### src/rtl/control_display_7seg.sv
// Multiplexed seven-segment driver: sequential binary-to-BCD conversion (double dabble)
// feeding a display register, plus a free-running anode scanner with registered outputs.
module control_display_7seg #(
   parameter int unsigned N_BITS  = 4,
   parameter int unsigned N_DIG   = 2,
   parameter int unsigned REFRESH = 100000
) (
   input  logic              clk,
   input  logic              rst_n,
   input  logic [N_BITS-1:0] bin,
   input  logic              load,
   input  logic              en,
   output logic              ready,
   output logic              done,
   output logic [6:0]        seg,
   output logic [N_DIG-1:0]  an
);

   localparam int unsigned BcdW = 4 * N_DIG;
   localparam int unsigned CntW = $clog2(N_BITS + 1);
   localparam int unsigned RefW = (REFRESH > 1) ? $clog2(REFRESH) : 1;
   localparam int unsigned IdxW = (N_DIG > 1) ? $clog2(N_DIG) : 1;

   typedef enum logic [1:0] {StIdle, StConv, StUpdate} state_e;

   state_e            state_q, state_d;
   logic [N_BITS-1:0] sr_q, sr_d;
   logic [BcdW-1:0]   bcd_q, bcd_d, bcd_adj;
   logic [BcdW-1:0]   disp_q, disp_d;
   logic [CntW-1:0]   cnt_q, cnt_d;

   logic [RefW-1:0]   ref_q;
   logic [IdxW-1:0]   idx_q;
   logic [3:0]        digit;
   logic [N_DIG-1:0]  an_sel;
   logic [6:0]        seg_d;
   logic [N_DIG-1:0]  an_d;

   // Active-low segment pattern {a..g}; non-decimal nibbles blank the digit.
   function automatic logic [6:0] dec(input logic [3:0] d);
      case (d)
         4'd0:    dec = 7'b000_0001;
         4'd1:    dec = 7'b100_1111;
         4'd2:    dec = 7'b001_0010;
         4'd3:    dec = 7'b000_0110;
         4'd4:    dec = 7'b100_1100;
         4'd5:    dec = 7'b010_0100;
         4'd6:    dec = 7'b010_0000;
         4'd7:    dec = 7'b000_1111;
         4'd8:    dec = 7'b000_0000;
         4'd9:    dec = 7'b000_0100;
         default: dec = 7'h7F;
      endcase
   endfunction

   // Add 3 to every BCD nibble >= 5; nibbles are independent, no carry between them.
   always_comb begin
      bcd_adj = bcd_q;
      for (int i = 0; i < N_DIG; i++) begin
         if (bcd_q[4*i +: 4] >= 4'd5) begin
            bcd_adj[4*i +: 4] = bcd_q[4*i +: 4] + 4'd3;
         end
      end
   end

   // Conversion FSM next-state and handshake outputs.
   always_comb begin
      state_d = state_q;
      sr_d    = sr_q;
      bcd_d   = bcd_q;
      cnt_d   = cnt_q;
      disp_d  = disp_q;
      ready   = 1'b0;
      done    = 1'b0;
      unique case (state_q)
         StIdle: begin
            ready = 1'b1;
            if (load) begin
               sr_d    = bin;
               bcd_d   = '0;
               cnt_d   = '0;
               state_d = StConv;
            end
         end
         StConv: begin
            {bcd_d, sr_d} = {bcd_adj, sr_q} << 1;
            cnt_d         = cnt_q + CntW'(1);
            if (cnt_q == CntW'(N_BITS - 1)) begin
               state_d = StUpdate;
            end
         end
         StUpdate: begin
            disp_d  = bcd_q;
            done    = 1'b1;
            state_d = StIdle;
         end
         default: state_d = StIdle;
      endcase
   end

   // Conversion state and display register.
   always_ff @(posedge clk or negedge rst_n) begin
      if (!rst_n) begin
         state_q <= StIdle;
         sr_q    <= '0;
         bcd_q   <= '0;
         cnt_q   <= '0;
         disp_q  <= '0;
      end else begin
         state_q <= state_d;
         sr_q    <= sr_d;
         bcd_q   <= bcd_d;
         cnt_q   <= cnt_d;
         disp_q  <= disp_d;
      end
   end

   // Refresh counter and digit index; runs regardless of en.
   always_ff @(posedge clk or negedge rst_n) begin
      if (!rst_n) begin
         ref_q <= '0;
         idx_q <= '0;
      end else if (ref_q == RefW'(REFRESH - 1)) begin
         ref_q <= '0;
         idx_q <= (idx_q == IdxW'(N_DIG - 1)) ? '0 : idx_q + IdxW'(1);
      end else begin
         ref_q <= ref_q + RefW'(1);
      end
   end

   // Select the digit and anode for the current index, blanking when disabled.
   always_comb begin
      digit  = '0;
      an_sel = '1;
      for (int i = 0; i < N_DIG; i++) begin
         if (idx_q == IdxW'(i)) begin
            digit     = disp_q[4*i +: 4];
            an_sel[i] = 1'b0;
         end
      end
      seg_d = en ? dec(digit) : 7'h7F;
      an_d  = en ? an_sel : '1;
   end

   // Registered pins; they lag an index or enable change by one cycle.
   always_ff @(posedge clk or negedge rst_n) begin
      if (!rst_n) begin
         seg <= 7'h7F;
         an  <= '1;
      end else begin
         seg <= seg_d;
         an  <= an_d;
      end
   end

endmodule

### config.mk
export PLATFORM = sky130hd
export DESIGN_NAME = control_display_7seg
export DESIGN_NICKNAME = d
export VERILOG_FILES = /design/src/rtl/control_display_7seg.sv
export SDC_FILE = /design/constraint.sdc
export NUM_CORES = 1
export LEC_CHECK = 0
export ABC_AREA = 0
export CELL_PAD_IN_SITES_DETAIL_PLACEMENT = 1
export CELL_PAD_IN_SITES_GLOBAL_PLACEMENT = 2
export CORE_MARGIN = 3
export CORE_UTILIZATION = 40
export CTS_BUF_LIST = sky130_fd_sc_hd__clkbuf_2 sky130_fd_sc_hd__clkbuf_4 sky130_fd_sc_hd__clkbuf_8
export DETAILED_ROUTE_END_ITERATION = 8
export GPL_ROUTABILITY_DRIVEN = 0
export GPL_TIMING_DRIVEN = 0
export PLACE_DENSITY = 0.85
export SLEW_MARGIN = 20
export SYNTH_ARGS = -nofsm -noshare
export SYNTH_HDL_FRONTEND = slang
export SYNTH_SLANG_ARGS = --single-unit
export TNS_END_PERCENT = 30
### constraint.sdc
create_clock -name clk -period 2.06 [get_ports clk]
set_input_delay 0.309 -clock clk [delete_from_list [all_inputs] [get_ports clk]]
set_output_delay 0.309 -clock clk [all_outputs]
set_load 0.005 [all_outputs]
# Yosys cells after proc, flatten, opt, wreduce, memory -nomap -nowiden
# Memories as Yosys holds them, arrays and structs flattened.
# Index checks and enable logic that the tools add are counted.
[word_totals]
register_bits = 52
romBits = 112
in_bits = 8
out_inout_bits = 11
elab_cells = 47
n_memories = 1
[op_classes]
add_sub_neg = 5
magnitude_cmp = 2
n_eq_ne = 6
mux = 20
n_reduce_logical = 4
[memory_table]
columns = ["memory", "words", "width", "read_ports", "rd_clocked_by_memory_dff", "wr", "line", "rtl"]
rows = [
  ["(name not given)", 16, 7, 1, 0, 0, "41", "case (d)"],
]
[ops]
columns = ["operator", "count"]
rows = [
  ["17-bit by 1-bit adder with 17-bit output (second input constant)", 1],
  ["17-bit == test (second input constant)", 1],
  ["17-bit 2-to-1 mux", 1],
  ["8-bit case mux with 2 select lines", 1],
  ["4-bit 2-to-1 mux", 3],
  ["4-bit by 3-bit >= comparator with 1-bit output (second input constant)", 2],
  ["8-bit 2-to-1 mux", 1],
  ["4-bit case mux with 2 select lines", 1],
  ["7-bit 2-to-1 mux", 1],
  ["2-bit 2-to-1 mux", 3],
  ["3-bit 2-to-1 mux", 2],
  ["3-bit case mux with 2 select lines", 1],
  ["1-bit 2-to-1 mux", 5],
  ["4-bit by 2-bit adder with 4-bit output (second input constant)", 1],
  ["2-bit != test (second input constant)", 2],
  ["2-bit case mux with 2 select lines", 1],
  ["2-bit AND reduction", 2],
  ["3-bit by 1-bit adder with 3-bit output (second input constant)", 1],
  ["3-bit by 2-bit adder with 3-bit output (second input constant)", 1],
  ["3-bit by 2-bit == test with 1-bit output (second input constant)", 1],
  ["2-bit by 1-bit == test with 1-bit output (second input constant)", 1],
  ["2-bit == test (second input constant)", 1],
  ["2-bit logical NOT", 1],
  ["2-bit nonzero test", 1],
  ["1-bit adder (second input constant)", 1],
]

# Logic depth before layout (Yosys ltp)
[logic_depth]
word_depth = 3
mapped_depth = 7
depth_no_buf = 6

# Worst setup path before layout
# No wires, ideal clock.
[synth_timing]
path_type = "register to register"
from = "reg idx_q"
to = "reg seg[3]"
setup_time_ps = 86
arrival_time_ps = 1559
required_time_ps = 1974
slack_ps = 415
path_stages_with_launch = 8
n_path_buf = 1
synth_period_minus_slack_ps = 1645
path_cell_list = "dfrtp_1 buf_2 mux2i_1 inv_1 ha_1 nand2b_1 a21oi_1 o21ai_0"
[synth_between]
elab_chain_cells = 3
[synth_lines]
columns = ["item", "line", "rtl"]
rows = [
  ["start, declared", "33", "logic [IdxW-1:0] idx_q;"],
  ["start signal, assigned", "125", "idx_q <= (idx_q == IdxW'(N_DIG - 1)) ? '0 : idx_q + IdxW'(1);"],
  ["4-bit 2-to-1 mux", "136", "if (idx_q == IdxW'(i)) begin"],
  ["memory read 16 x 7 bit", "--", ""],
  ["7-bit 2-to-1 mux", "141", "seg_d = en ? dec(digit) : 7'h7F;"],
  ["net seg_d[3]", "36", "logic [6:0] seg_d;"],
  ["end signal, assigned", "151", "seg <= seg_d;"],
  ["end, declared", "15", "output logic [6:0] seg,"],
]
# The timed path passes the listed nets, and every way through them passes these cells.
# A chain may end at the register's enable or synchronous reset.

# Final worst setup path
[layout_timing]
from = "reg state_q[0]"
to = "out done"
[layout_between]
elab_chain_cells = 2
[layout_lines]
columns = ["item", "line", "rtl"]
rows = [
  ["start, declared", "26", "state_e state_q, state_d;"],
  ["start signal, assigned", "104", "state_q <= StIdle;"],
  ["start signal, assigned", "110", "state_q <= state_d;"],
  ["2-bit == test", "75", "unique case (state_q)"],
  ["1-bit 2-to-1 mux", "75", ""],
  ["end, declared", "14", "output logic done,"],
]
# No other way between the ends.

==> flow_summary_export.csv <==
group,metric,value,unit
outcome,outcome,"completed",
sta,setup_violations,0,
floorplanning,initial_core_util,0.419,
floorplanning,ioPinCount,19,
setup_path,crit_path_end,"done",
routing,vias_per_cell,5.18,
setup_path,arrival,1.62,ns
floorplanning,rows,28,
sta,finalCritPeriodShare,0.935,
cts,htreeDepth,2,
cts,worstSkewPairLatency,0.30,ns
setup_path,path_max_fanout,13,
setup_path,rrSetupSlack,0.25,ns
power_and_ir_drop,internal_power,0.00217,W
power_and_ir_drop,p_clk_frac,0.189,
cts,cts_tree,"yes",
power_and_ir_drop,ir_worst_vdd,0.578,mV
finish,diodes,0,
yosys,synthTopCellsByCount,"dfrtp_1 (43), o21ai_0 (25), nand2_1 (23), a21oi_1 (14), ha_1 (13)",
power_and_ir_drop,switchingPower,0.00111,W
yosys,yosysMostFrequentCell,"dfrtp_1",
global_routing,grt_start_max_net_pins,53,
global_routing,grt_remaining_overflow,0,
cts,cts.sinks,52,
global_routing,antenna_found_initial,0,
cts,cts-buffers-inserted,5,
finish,syn_to_final_growth,15.0,%
setup_path,worstSetupPathType,"flop to primary output",
global_routing,grt_first_pass_wirelength,8.36,mm
flow_run,cap_violations,0,
routing,drc,0,
yosys,synth-seq-area-share,0.520,
yosys,ys_ff_latch,52,
routing,drt_first_iter_violations,40,
yosys,synth_area_per_cell,10.6,um2
sta,min_period,1.93,ns
finish,drive_above_1_share,0.133,
yosys,synth_edf_count,0,
cts,clockBufferDepth,2,
yosys,syn_area,2520,um2
power_and_ir_drop,p_seq_frac,0.454,
setup_path,cp_data_required_time,1.75,ns
sta,drv_slew,0,
yosys,yosys_most_used_dff,"dfrtp_1",
power_and_ir_drop,comb_power_share,0.357,
floorplanning,dieHeight,85.4,um
yosys,synth_area_leaders,"dfrtp_1 (43%), dfstp_2 (9.4%), ha_1 (6.4%)",
setup_path,start_kind,"flop",
floorplanning,die_area,7290,um2
cts,clk_pin_slew,0.09,ns
global_routing,first_global_vias,1802,
sta,worstMarginPinSlew,0.645,ns
global_routing,grt_use_total,0.142,
power_and_ir_drop,total_power,0.00328,W
finish,fin_util,0.481,
yosys,async_flop_share,1.00,
setup_path,r2r_end,"seg[3]$_DFF_PN1_",
setup_path,crit_start,"state_q[0]$_DFFE_PN0P_",
placement,port-buffer-count,18,
setup_path,reg2regPathDepth,7,
sta,fmax,0.519,GHz
power_and_ir_drop,p_sw_frac,0.339,
sta,hold_violations,0,
yosys,yosysUniqueCellTypes,32,
sta,rsz0062_at_grt,"false",
floorplanning,dieWidth,85.4,um
routing,vias,1750,
finish,stdcell_count,338,
cts,cts_root_buf,"clkbuf_8",
yosys,synth.top_cell.area_share,0.427,
sta,slew_headroom,0.570,
yosys,synth_fp_nets,260,
floorplanning,core_area,6030,um2
finish,layout.nets,283,
worst_hold_path,min_path_type,"input port to async pin",
yosys,synth_top_area_cell,"dfrtp_1",
setup_path,endpoint_kind,"primary output",
placement,dp.final_hpwl,3.46,mm
routing,dr.pass1.iters,3,
sta,finalClockSkew,0.00308,ns
yosys,syn-instance-count,239,
power_and_ir_drop,power_density,1130,nW/um2
routing,wirelength,4.90,mm
placement,dp.cells,332,
setup_path,rr_startpoint,"idx_q$_DFFE_PN0N_",
yosys,synth_warnings,0,
routing,final_antenna_net_count,0,
power_and_ir_drop,p_leak,1.29,nW
routing,wl_per_cell,14.5,um
[per-layer routing]
metal | GRT usage | wire length [um]
met1 | 0.180 | 2310
met2 | 0.247 | 2450
met4 | 0.0432 | 59
met5 | 0 | 0
met3 | 0.0262 | 82
[through the flow]
step / instance area [um2] / setup WS (ns) / setup TNS (ns) / hold slack, ns
detailed placement: 2790 / 0.0171 / 0 / 0.395
floorplan: 2520 / 0.415 / 0 / 0.0134
global placement: 2800 / -0.902 / -41.66 / 0.462
finish: 2900 / 0.134 / 0 / 0.0289
CTS: 2890 / 0.0821 / 0 / 0.0638
global route: 2900 / 0.0387 / 0 / 0.0791
[kinds of logic after synthesis]
| family | Yosys count | synth area share |
|---|---|---|
| and+or+nand+nor | 78 | 0.166 |
| xor gates and xnor gates | 17 | 0.0590 |
| buffers and inverters | 18 | 0.0288 |
| AOI/OAI and AO/OA | 47 | 0.103 |
| adders and majority gates | 13 | 0.0645 |
| muxes | 14 | 0.0590 |
| DFF | 52 | 0.520 |
[power groups by stage]
| stage | clock [W] | combinational, W | sequential (W) |
|---|---|---|---|
| floorplan | 0 | 0.000813 | 0.00144 |
| global placement | 0 | 0.00116 | 0.00147 |
| detailed placement | 0 | 0.00120 | 0.00149 |
| CTS | 0.000640 | 0.00120 | 0.00149 |
| global route | 0.000685 | 0.00135 | 0.00153 |
| finish | 0.000620 | 0.00117 | 0.00149 |
[cell type report]
| cell class | instances | area (um2) |
|---|---|---|
| Buffer | 7 | 31.3 |
| Inverter | 9 | 33.8 |
| Sequential cell | 52 | 1310 |
| Timing Repair Buffer | 18 | 178 |
| Multi-Input combinational cell | 169 | 1150 |
| Tap cell | 75 | 93.8 |
| Clock buffer | 8 | 97.6 |
| Fill cell | 667 | 3130 |
[cells in the final DEF, fill, tap and decap left out, types with 8 or more instances in the layout]
| cell type | count |
|---|---|
| ha_1 | 13 |
| dfrtp_1 | 42 |
| nand3_1 | 8 |
| a21oi_1 | 14 |
| clkdlybuf4s50_1 | 17 |
| nor2_1 | 11 |
| dfstp_2 | 9 |
| o21ai_0 | 25 |
| xnor2_1 | 10 |
| nand2_1 | 23 |
| inv_1 | 9 |
[timing repair]
| item | in CTS | in global routing |
|---|---|---|
| buffers inserted | 0 | 0 |
| hold buffers | 0 | 0 |
| setup endpoints to repair | 1 | 4 |
| resized for setup | 2 | 3 |
| pin swaps | 0 | 0 |
[how the worst min path moves through the flow]
stage | end | start
after floorplan | bcd_q[0]$_DFFE_PN0P_ | rst_n
after global placement | disp_q[4]$_DFFE_PN0P_ | disp_q[4]$_DFFE_PN0P_
after detailed placement | disp_q[1]$_DFFE_PN0P_ | rst_n
after CTS | idx_q$_DFFE_PN0N_ | rst_n
after global routing | ref_q[8]$_DFF_PN0_ | rst_n
final | idx_q$_DFFE_PN0N_ | rst_n
[worst max-delay path: stages, from the launching register on]
cell	delay, ns
dfrtp_1	0.36
buf_2	0.17
nand2b_4	0.22
inv_1	0.07
clkdlybuf4s50_1	0.49
[flip-flops by register name (all words and copies together), names as in the netlist]
name,flops
idx_q,1
an,2
ref_q,17
cnt_q,3
seg,7
state_q,2
bcd_q,8
sr_q,4
disp_q,8
(Power assumes the default switching activity.)
==> RTL edit 1, RTL diff (same settings) <==
Put one more register stage on the output `seg`. The value now appears one clock later. The other outputs are not delayed to match.
--- a/src/rtl/control_display_7seg.sv
+++ b/src/rtl/control_display_7seg.sv
@@ -22,6 +22,8 @@
    localparam int unsigned IdxW = (N_DIG > 1) ? $clog2(N_DIG) : 1;
 
    typedef enum logic [1:0] {StIdle, StConv, StUpdate} state_e;
+
+   logic [6:0] seg_s0;
 
    state_e            state_q, state_d;
    logic [N_BITS-1:0] sr_q, sr_d;
@@ -145,13 +147,17 @@
    // Registered pins; they lag an index or enable change by one cycle.
    always_ff @(posedge clk or negedge rst_n) begin
       if (!rst_n) begin
-         seg <= 7'h7F;
+         seg_s0 <= 7'h7F;
          an  <= '1;
       end else begin
-         seg <= seg_d;
+         seg_s0 <= seg_d;
          an  <= an_d;
       end
    end
 
+   always_ff @(posedge clk) begin
+      seg <= seg_s0;
+   end
+
 endmodule
 
Behaviour: not the same (a bounded check fails within 4 cycles, from zero or initial values and one cycle with rst_n low).
==> RTL edit 1 against the unedited design <==
  * Design area is 10% higher
  * Critical path type unchanged
  * Synthesized area is 5.0% higher
  * Critical path depth stayed put
  * Setup slack worse by 20 ps
  * Total power is 30% higher
  * Sequential cell count is 7 higher
  * Sequential power is 15% higher
  * Routed wire length is 3.2% higher
==> RTL edit 1: results (changes against the unedited design) <==
status: "finished, final reports clean"  # unchanged
synthTopCellsByCount: "dfrtp_1, o21ai_0, nand2_1"  # unchanged
dr.max_layer_used: "met4"  # unchanged
grt_use_met1: 0.1806  # was 0.1796
holdWs_ps: 1.478  # was 28.87 ps
use_met3: 0.06244  # was 0.02621
ys_types: 33  # was 32
r2r_start: "idx_q"  # unchanged
reg2regPathDepth: 7  # unchanged
critPathArrivalTime_ps: 1640  # was 1620 ps
dp.cells: 338  # was 332
yosysSeqAreaShare: 0.5484  # was 0.5203
drt-met1-wl_um: 2342  # was 2307 um
maxCapViolCount: 0  # unchanged
placed_area_sq_mm: 0.002923  # was 0.002794 sq mm
fin_nets: 292  # was 283
drive_gt1_frac: 0.1630  # was 0.1331
final_cells: 353  # was 338
worstReg2RegEnd: "seg_s0[3]"  # was seg[3]
synth_nets: 264  # was 260
hold_class: "input pin to asynchronous set/reset pin"  # unchanged
firstDrtPassIters: 3  # unchanged
synth.area.top_cells: "dfrtp_1, dfstp_2, ha_1"  # unchanged
htree_levels: 3  # was 2
wl_met2_um: 2494  # was 2447 um
hpwlAfterDp_um: 3434  # was 3460 um
critPathMaxFanout: 10  # was 13
numCtsBuffers: 9  # was 5
reg_top3: "ref_q (17), bcd_q (8), disp_q (8)"  # unchanged
vias: 1807  # was 1750
dr_wl_met3_um: 162  # was 82 um
io_buffer_count: 18  # unchanged
met2_usage: 0.2603  # was 0.2472
p_leak_nw: 1.423  # was 1.291 nW
wirelength_um: 5051  # was 4896 um
cts_root_buffer: "clkbuf_8"  # unchanged
synth_warnings: 0  # unchanged
ys_async_sr_fraction: 0.8814  # was 1.000
slew_headroom: 0.5644  # was 0.5700
finalHoldViolations: 0  # unchanged
drc: 0  # unchanged
dpl_worst_slack_ps: 92.53  # was 17.07 ps
syn_area_per_cell_sq_um: 10.90  # was 10.55 sq um
fin_skew_ps: 7.189  # was 3.078 ps
ir_worst_vdd_mv: 0.5858  # was 0.5780 mV
first_global_vias: 1946  # was 1802
yosys_most_used_dff: "dfrtp_1"  # unchanged
grt_max_degree: 53  # unchanged
reg2reg_setup_slack_ps: 250  # about the same
drt-initial-drc-count: 53  # was 40
n_antenna_cell: 0  # unchanged
grt_util_all_layers: 0.1552  # was 0.1423
antenna_found_initial: 0  # unchanged
cts.clk_slew.worst_paths_ps: 70  # was 90 ps
grt_pass1_wl_um: 9108  # was 8355 um
clock_latency_ps: 340  # was 300 ps
cts.path.max_buffers: 2  # unchanged
-- RTL edit 1: cell type report --
type / instances / area (sq um)
buffer: 6 / 27.53
fill: 713 / 3186
multi-input combinational: 168 / 1146
clock inverter: 4 / 95.09
clock buffer: 12 / 165.2
inverter: 8 / 30.03
timing repair buffer: 19 / 185.2
tap: 77 / 96.34
sequential: 59 / 1455
-- RTL edit 1: worst max-delay path by stage --
stage | slack [ps] | cells past startpoint | start | end
finish | 110 | 4 | state_q[0] | done
detailed placement | 90 | 5 | state_q[0] | done
floorplan | 420 | 7 | idx_q | seg_s0[3]
CTS | 60 | 4 | state_q[1] | done
global placement | -950 | 1 | rst_n | sr_q[1]
global route | 5 | 4 | state_q[1] | done
-- RTL edit 1: cells by family (layout without fill, tap and decap cells) --
family | after synthesis | after routing | synth area share
AOI/OAI and AO/OA | 48 | 48 | 0.09967
xor gates and xnor gates | 17 | 17 | 0.05621
muxes | 13 | 13 | 0.05244
and+or+nand+nor | 77 | 77 | 0.1573
adders and majority gates | 13 | 13 | 0.06141
DFF | 59 | 59 | 0.5484
buffers and inverters | 16 | 49 | 0.02456
-- RTL edit 1: report_power, final --
group,switching (mW),internal (mW),leakage [nW]
logic,0.627,0.583,0.577
registers,0.200,1.52,0.714
clock network,0.450,0.901,0.133
-- RTL edit 1: through the flow --
stage	power [mW]	setup TNS, ps
after floorplan	2.505	0
after global placement	2.895	-43950
after detailed placement	2.948	0
after CTS	4.348	0
after global routing	4.627	0
final	4.281	0
-- RTL edit 1: what timing repair did --
item	CTS	global route
endpoints found under the hold margin	0	0
setup buffers	1	0
gates resized for setup	3	2
setup endpoints to repair	1	4
-- RTL edit 1: critical path, cell delays in order (launching register included) --
cell	delay [ps]
dfrtp_2	410
nand2b_4	160
buf_2	180
inv_1	60
clkdlybuf4s50_1	490
==> RTL edit 2, RTL diff (config.mk and constraints unchanged) <==
Made on the original files. Change the parameter `REFRESH` from 100000 to 400000.
--- a/src/rtl/control_display_7seg.sv
+++ b/src/rtl/control_display_7seg.sv
@@ -3,7 +3,7 @@
 module control_display_7seg #(
    parameter int unsigned N_BITS  = 4,
    parameter int unsigned N_DIG   = 2,
-   parameter int unsigned REFRESH = 100000
+   parameter int unsigned REFRESH = 400000
 ) (
    input  logic              clk,
    input  logic              rst_n,
Formal check against the unedited RTL: same outputs for any inputs over 10 cycles, from zero or initial values and one cycle with rst_n low; that may be too few to reach the edited logic, so the function may still have changed.
==> RTL edit 2 against the unedited design <==
  * Cell count increased by 4.4%
  * Sequential cell count increased by 2
  * Synthesized area increased by 2.9%
  * Total power decreased by 0.83%
  * Setup slack improved by 14 ps
  * Global-route usage increased by 0.50 points
  * Clock skew increased by 12 ps
  * Critical path depth decreased by 1
  * Routed wire length increased by 2.5%
  * Via count increased by 4.1%
  * Utilization increased by 0.45 points
  * Design area increased by 2.1%
  * Critical path type unchanged
==> RTL edit 2: results (changes against the unedited design) <==
drt-initial-drc-count: 50  # was 40
ys_types: 33  # was 32
drc: 0  # unchanged
drive_gt1_frac: 0.1187  # was 0.1331
synth-compound-area-share: 0.09542  # was 0.1027
hpwlAfterDp_um: 3574  # was 3460 um
use_met3: 0.02376  # was 0.02621
grt_use_met1: 0.1959  # was 0.1796
status: "finished, final reports clean"  # unchanged
ir_worst_vdd_mv: 0.5245  # was 0.5780 mV
muxShareOfSynthArea: 0.05349  # was 0.05903
synth_nets: 274  # was 260
fin_skew_ps: 15.15  # was 3.078 ps
firstDrtPassIters: 4  # was 3
grt_util_all_layers: 0.1473  # was 0.1423
critPathArrivalTime_ps: 1600  # was 1620 ps
reg_top3: "ref_q (19), bcd_q (8), disp_q (8)"  # was ref_q (17), bcd_q (8), disp_q (8)
first_global_vias: 1925  # was 1802
fin_nets: 298  # was 283
slew_headroom: 0.5364  # was 0.5700
avgViaCountPerCell: 5.161  # was 5.178
p_leak_nw: 1.309  # was 1.291 nW
dpl_worst_slack_ps: 172.2  # was 17.07 ps
synth.area.top_cells: "dfrtp_1, dfstp_2, ha_1"  # unchanged
largest_register_ffs: 19  # was 17
met2_usage: 0.2483  # was 0.2472
grt_max_degree: 55  # was 53
[RTL edit 2: changes by cell type in the layout (fill, tap and decap cells not counted), moves of 3 or more]
cell and change:
xnor2_1 +4, nand2_1 +8, nor2_1 +7, inv_1 +3, nor3_1 +3, dfrtp_1 +3
and4_1 -3, a22oi_1 -3, nor2b_1 -5
[RTL edit 2: path summary, 6_finish.rpt]
| kind | to | startpoint | slack, ps |
|---|---|---|---|
| max | done | state_q[0] | 150 |
| min reg2reg | disp_q[4] | disp_q[4] | 490 |
| min in group clk | disp_q[4] | disp_q[4] | 490 |
| max reg2reg | seg[3] | idx_q | 180 |
| min | ref_q[3] | rst_n | 50 |
| max in group asynchronous | disp_q[1] | rst_n | 1550 |
[RTL edit 2: timing repair]
action,in CTS,in global routing
endpoints found under the setup margin,1,3
gates resized for setup,0,2
hold buffers,0,0
[RTL edit 2: through the flow]
step	area, sq um	util	hold slack, ps	TNS [ps]	instances
after CTS	2955	0.4848	64.27	0	353
after global routing	2962	0.4858	91.99	0	353
after floorplan	2596	-	13.41	0	253
after global placement	2870	0.4709	463.4	-47230	346
final	2962	0.4858	45.64	0	353
after detailed placement	2868	0.4704	406.5	0	346
[RTL edit 2: report_power, final]
group	switching, mW	internal (mW)	leakage, nW
Sequential	0.159	1.36	0.685
Combinational	0.599	0.535	0.579
Clock	0.334	0.268	0.0453
[RTL edit 2: cell families (layout without fill, tap and decap cells)]
family | count (synthesis) | count (layout)
simple gates | 91 | 91
flops | 54 | 54
compound gates | 45 | 45
xor+xnor | 19 | 19
buf+inv | 18 | 43
fa+ha+maj | 13 | 13
mux | 13 | 13
[RTL edit 2: worst register-to-register path: cells and delay by family (launching register included)]
kind            cells  cell delay, ps
compound gates      2             240
buf+inv             2             370
flops               1             320
fa+ha+maj           1             220
mux                 1             480
simple gates        1             160
[RTL edit 2: layer usage]
metal | up-vias | wire length [um]
li1 | 905 | -
met1 | 892 | 2429
met2 | 20 | 2412
met3 | 5 | 125
met4 | 0 | 51
met5 | - | 0
[RTL edit 2: cell type report]
cell class / instances / area [sq um]
clock buffers: 7 / 83.83
clock inverters: 1 / 7.507
inverters: 12 / 45.04
repair buffers: 18 / 177.7
well taps: 75 / 93.84
fillers: 680 / 3134
multi-input cells: 181 / 1170
plain buffers: 5 / 21.27
flip-flops and latches: 54 / 1363
